File: config.mk
export PLATFORM = sky130hd
export DESIGN_NAME = pa_hash_engine
export DESIGN_NICKNAME = d
export VERILOG_FILES = /design/src/rtl/pa_hash_engine.sv
export SDC_FILE = /design/constraint.sdc
export NUM_CORES = 1
export LEC_CHECK = 0
export CORE_ASPECT_RATIO = 1.75
export CORE_MARGIN = 4
export CORE_UTILIZATION = 40
export CTS_CLUSTER_DIAMETER = 30
export DETAILED_ROUTE_END_ITERATION = 7
export PLACE_DENSITY = 0.74
export SYNTH_ARGS = -nofsm -noshare
export SYNTH_HDL_FRONTEND = slang
export SYNTH_SLANG_ARGS = --single-unit
export TNS_END_PERCENT = 100
File: constraint.sdc
create_clock -name clk -period 2.5 [get_ports clk]
set_input_delay 0.5 -clock clk [delete_from_list [all_inputs] [get_ports clk]]
set_output_delay 0.5 -clock clk [all_outputs]
set_load 0.05 [all_outputs]
File: src/rtl/pa_hash_engine.sv
`default_nettype none
// ============================================================================
// Module      : pa_hash_engine
// Description : Privacy-amplification hash engine. Each block of K key words
//               is multiplied (over GF(2)) by M matrix rows per word. A row
//               j folds the parity of (key AND row) into accumulator bit j.
//               After the last row of the last word the M-bit result is
//               presented until it is accepted.
// Ports       : clk, rst        - clock, synchronous active-high reset
//               key_in/valid/ready  - N-bit key word stream (input)
//               row_in/valid/ready  - N-bit matrix row stream (input)
//               hash_out/valid/ready- M-bit block hash (output)
//               busy             - block in progress or result pending
// Revision    : 1.0 - initial release
// ============================================================================
module pa_hash_engine #(
    parameter int N = 128,
    parameter int M = 64,
    parameter int K = 4
) (
    input  logic         clk,
    input  logic         rst,
    input  logic [N-1:0] key_in,
    input  logic         key_valid,
    output logic         key_ready,
    input  logic [N-1:0] row_in,
    input  logic         row_valid,
    output logic         row_ready,
    output logic [M-1:0] hash_out,
    output logic         hash_valid,
    input  logic         hash_ready,
    output logic         busy
);

    localparam int c_WCNT_W = (K > 1) ? $clog2(K) : 1;
    localparam int c_RCNT_W = (M > 1) ? $clog2(M) : 1;

    localparam logic [c_WCNT_W-1:0] c_WLAST = c_WCNT_W'(K - 1);
    localparam logic [c_RCNT_W-1:0] c_RLAST = c_RCNT_W'(M - 1);

    localparam logic [1:0] c_IDLE = 2'd0;
    localparam logic [1:0] c_ROWS = 2'd1;
    localparam logic [1:0] c_OUT  = 2'd2;

    logic [1:0]          r_state;
    logic [c_WCNT_W-1:0] r_wcnt;
    logic [c_RCNT_W-1:0] r_rcnt;
    logic [M-1:0]        r_acc;
    logic [N-1:0]        r_key;

    logic [1:0]          w_state_nxt;
    logic [c_WCNT_W-1:0] w_wcnt_nxt;
    logic [c_RCNT_W-1:0] w_rcnt_nxt;
    logic [M-1:0]        w_acc_nxt;
    logic [N-1:0]        w_key_nxt;
    logic                w_key_rdy;
    logic                w_row_rdy;
    logic                w_hash_vld;
    logic                w_row_par;
    logic [M-1:0]        w_rmask;

    // GF(2) inner product of the current key word with the incoming row.
    assign w_row_par = ^(r_key & row_in);

    // One-hot select of the accumulator bit addressed by the row counter.
    always_comb begin
        w_rmask = '0;
        for (int i = 0; i < M; i++) begin
            w_rmask[i] = (r_rcnt == c_RCNT_W'(i));
        end
    end

    always_ff @(posedge clk) begin
        if (rst) begin
            r_state <= c_IDLE;
            r_wcnt  <= '0;
            r_rcnt  <= '0;
            r_acc   <= '0;
            r_key   <= '0;
        end else begin
            r_state <= w_state_nxt;
            r_wcnt  <= w_wcnt_nxt;
            r_rcnt  <= w_rcnt_nxt;
            r_acc   <= w_acc_nxt;
            r_key   <= w_key_nxt;
        end
    end

    // Ready/valid are masked while rst is high so no transfer can be
    // observed on a reset cycle.
    always_comb begin
        w_state_nxt = r_state;
        w_wcnt_nxt  = r_wcnt;
        w_rcnt_nxt  = r_rcnt;
        w_acc_nxt   = r_acc;
        w_key_nxt   = r_key;
        w_key_rdy   = 1'b0;
        w_row_rdy   = 1'b0;
        w_hash_vld  = 1'b0;
        case (r_state)
            c_IDLE: begin
                w_key_rdy = ~rst;
                if (key_valid && w_key_rdy) begin
                    w_key_nxt   = key_in;
                    w_rcnt_nxt  = '0;
                    w_state_nxt = c_ROWS;
                    // First word of a block starts from a clean accumulator.
                    if (r_wcnt == '0) begin
                        w_acc_nxt = '0;
                    end
                end
            end
            c_ROWS: begin
                w_row_rdy = ~rst;
                if (row_valid && w_row_rdy) begin
                    w_acc_nxt = r_acc ^ (w_rmask & {M{w_row_par}});
                    if (r_rcnt == c_RLAST) begin
                        w_rcnt_nxt = '0;
                        if (r_wcnt == c_WLAST) begin
                            w_wcnt_nxt  = '0;
                            w_state_nxt = c_OUT;
                        end else begin
                            w_wcnt_nxt  = r_wcnt + 1'b1;
                            w_state_nxt = c_IDLE;
                        end
                    end else begin
                        w_rcnt_nxt = r_rcnt + 1'b1;
                    end
                end
            end
            c_OUT: begin
                w_hash_vld = ~rst;
                if (hash_ready && w_hash_vld) begin
                    w_state_nxt = c_IDLE;
                end
            end
            default: begin
                w_state_nxt = c_IDLE;
            end
        endcase
    end

    assign key_ready  = w_key_rdy;
    assign row_ready  = w_row_rdy;
    assign hash_valid = w_hash_vld;
    assign hash_out   = (r_state == c_OUT) ? r_acc : {M{1'b0}};
    assign busy       = (r_state != c_IDLE) || (r_wcnt != '0);

endmodule
`default_nettype wire

==> impl_results.md <==
- Vias in the first global route: 10,200
- Critical Path Most Common Cell: xnor2_2
- Die Y: roughly 220 µm
- Root Driver: clkbuf_16
- Failing checks: negative setup slack
- RSZ-0062 raised after global routing: true
- Wire length per cell: approximately 18 µm
- HP Class: flop to flop
- Sw frac: 36.0%
- Cts bufs inserted: 31
- Worst setup path category: primary input to flop
- CTS tree: yes
- Hold-fix buffers, CTS: 0
- EDFF count, synth: 0
- Critical Path Max Stage Delay: 500 ps
- Global-route wire length before repair: 52,300 µm
- Final Hold Fails: 0
- Synth Instances: 1,268
- Initial core utilization: between 40 and 50%
- GP Congestion: between 0.8 and 0.9
- Tmin final: 2880 ps
- Largest net degree at the start of global routing: 92
- Register bit total from synthesis: 202
- Post-DP HPWL: 25,100 µm
- Inst Count DP: 1,900
- WP data arrival: 3380 ps
- Cell family with most CP delay: XOR/XNOR gates
- Clk pwr share: 24.1%
- Fmax: 347 MHz
- Synth top cells by count: nand2_1, dfxtp_1, o21ai_0, nand2b_1, xnor2_1
- R2r setup slk: -370 ps
- Vias/cell: approximately 5.1
- Most common cell in the netlist: nand2_1
- Relative slew margins: 28.7%
- Final setup viols: 64
- Layout cells sized above 1: between 30% and 40%
- Tightest Pin Transition: 1070 ps
- Worst Path Required: 2990 ps
- Outcome: finished, violations left
- CP Launch Point: row_in[17]
- Max-cap violation count: 0
- Cell taking the most area after synthesis: dfxtp_1
- Setup crit end: r_acc[63]
- Critical-path top delay cell: clkdlybuf4s50_1
- Area after DPL: around 15,000 µm²
- Number of DRC markers in iteration 0: 624
- Reg power frac: 18.8%
- Standard-cell rows: 76
- CTS Sinks: 202
- Worst slack, placed: -1290 ps
- Final core utilization: 72.2%
- Die area: between 20,000 and 30,000 µm²
- Antenna-violating nets left: 0
- Skew final: 17.3 ps
- Int Power: roughly 12 mW
- R2r worst-path depth: 13
- Worst flop-to-flop path endpoint: r_acc[63]
- Part of the power in combinational logic: 57.0%
- Average cell area after synthesis: 7.97 µm²
- Nets: 1,884
- Critical path buffers and inverters: 4
- Worst-path fanout max: 7
- PD cells: roughly 1000 nW/µm²
- Synth cell types: 30
- Ys flop type: dfxtp_1
- Post-Syn Nets: about 1,500
- CP startpoint kind: primary input
- Maximum root-to-sink buffer count: 3
- Overall Power: about 19 mW
- Clock Pin Slew Worst Setup and Hold Paths: around 60 ps
- Async S/R FF share, synth: 0%
- Critical path cell sequence: clkdlybuf4s50_1, nand2_4, xnor2_2, xnor2_1, xnor2_1, xnor2_2, xnor2_2, xnor2_2, xnor2_2, buf_12, clkbuf_16, buf_8, or4_4, a21oi_2
- Worst-Skew Late Latency: 560 ps
- Vias: just over 10,000
- CP endpoint kind: flop
- Critical path depth in cells: 14
- Total track usage: 23.5%
- Horiz. Die Dim: roughly 130 µm
- Reg-to-Reg Start: r_key[17]
- Core Area: 24,700 µm²
- Initial antenna violation count: 8
- Slew Viols, Final: 0
- Final worst slack: -385 ps
- Final WL: 35,200 µm
- DR DRC count: 0
- Post-Syn Area: 10,100 µm²
- Yosys warning count: 0
- IO Count: 329
- GR Overflow Total: 0
- Sw power: 6.74 mW
- I/O Buffers: 328
- Final Instance Count excl. Fillers: a little under 2,000
- Synth top area cells: dfxtp_1, nand2_1, xnor2_1
- Pre-antenna DRT Iters: 5
- VDD IR-drop max: about 2400 µV
- Leak Pwr: approximately 7.0 nW
- Final worst-path cycle share: 115%
- Area growth, synth to finish: 76.5%
- Yosys top cell area share: 40.0%
- H-Tree Depth: 1
- Sequential fraction of the synthesis area: 40.0%
- Post-route cell area: 17,800 µm²
[state kept, by name, summed over array words and instances (netlist names)]
name / flops
r_acc: 64
r_key: 128
r_rcnt: 6
r_state: 2
r_wcnt: 2
[per-layer routing]
layer	global-route usage, %	wire, µm
met1	22.9	11900
met2	45.0	19000
met3	6.04	2510
met4	11.0	1760
met5	0	0
[placed cells by master, fill, tap and decap left out, drive strengths merged]
cell type	count
a2111oi	1
a21o	2
a21oi	69
a31o	1
a31oi	1
and2	66
buf	138
bufbuf	2
bufinv	4
clkbuf	33
clkdlybuf4s50	189
clkinv	9
clkinvlp	4
dfxtp	202
diode	8
dlygate4sd2	41
dlymetal6s2s	32
ha	6
inv	14
mux2i	1
nand2	264
nand2b	126
nand3	18
nand4	1
nor2	11
nor2b	5
nor3	6
o21ai	130
o31ai	64
or2	1
or2b	5
or3	1
or4	64
xnor2	98
xor2	33
[logic make-up (layout without fill, tap and decap cells)]
kind of cell / after synthesis / after routing / synth area share [%]
and+or+nand+nor: 568 / 568 / 28.9
AOI/OAI and AO/OA: 268 / 268 / 15.0
DFF: 202 / 202 / 40.0
xor gates and xnor gates: 131 / 131 / 11.4
buffers and inverters: 92 / 466 / 3.89
adders and majority gates: 6 / 6 / 0.743
muxes: 1 / 1 / 0.0991
other: 0 / 8 / 0
[cell type report]
| class | instances | area (µm²) |
|---|---|---|
| Sequential cell | 202 | 4090 |
| Tap cell | 312 | 390 |
| Antenna cell | 8 | 20.0 |
| Fill cell | 1767 | 6880 |
| Multi-Input combinational cell | 974 | 7490 |
| Timing Repair Buffer | 403 | 4740 |
| Clock inverter | 26 | 302 |
| Clock buffer | 32 | 790 |
| Inverter | 5 | 18.8 |
[worst min path at each step]
stage                           from         to  slack (ps)  cells past startpoint
final                      r_acc[10]  r_acc[10]         470                      2
after detailed placement   r_acc[61]  r_acc[61]         470                      2
after global routing      key_in[91]  r_key[91]         490                      3
after global placement     r_acc[54]  r_acc[54]         460                      2
after CTS                 key_in[42]  r_key[42]         460                      3
after floorplan             r_acc[0]   r_acc[0]         450                      2
[what timing repair did]
action | 4_1_cts | 5_1_grt
cloned | 3 | 0
buffers inserted | 1 | 4
endpoints found under the setup margin | 67 | 99
resized for setup | 145 | 153
pin swaps | 72 | 69
[stage by stage]
stage,hold slack (ps),setup TNS (ps)
2_1_floorplan,447,-3.35
3_3_place_gp,456,-79090
3_5_place_dp,466,-80390
4_1_cts,461,-20050
5_1_grt,490,-26860
6_report,475,-20070
[power by group through the flow]
stage                     Combinational, mW  Sequential [mW]  Clock (mW)
final                                  10.7             3.52        4.51
after global routing                   11.2             3.54        4.74
after CTS                              9.85             3.51        4.60
after detailed placement               6.65             3.58           0
after global placement                 6.43             3.57           0
after floorplan                        4.23             3.54           0
[worst min-delay path, delay by kind of cell (launching register included)]
kind | cells | cell delay [ps]
compound gates | 2 | 110
flops | 1 | 310
Note: power is estimated with default switching activity, not from simulation.
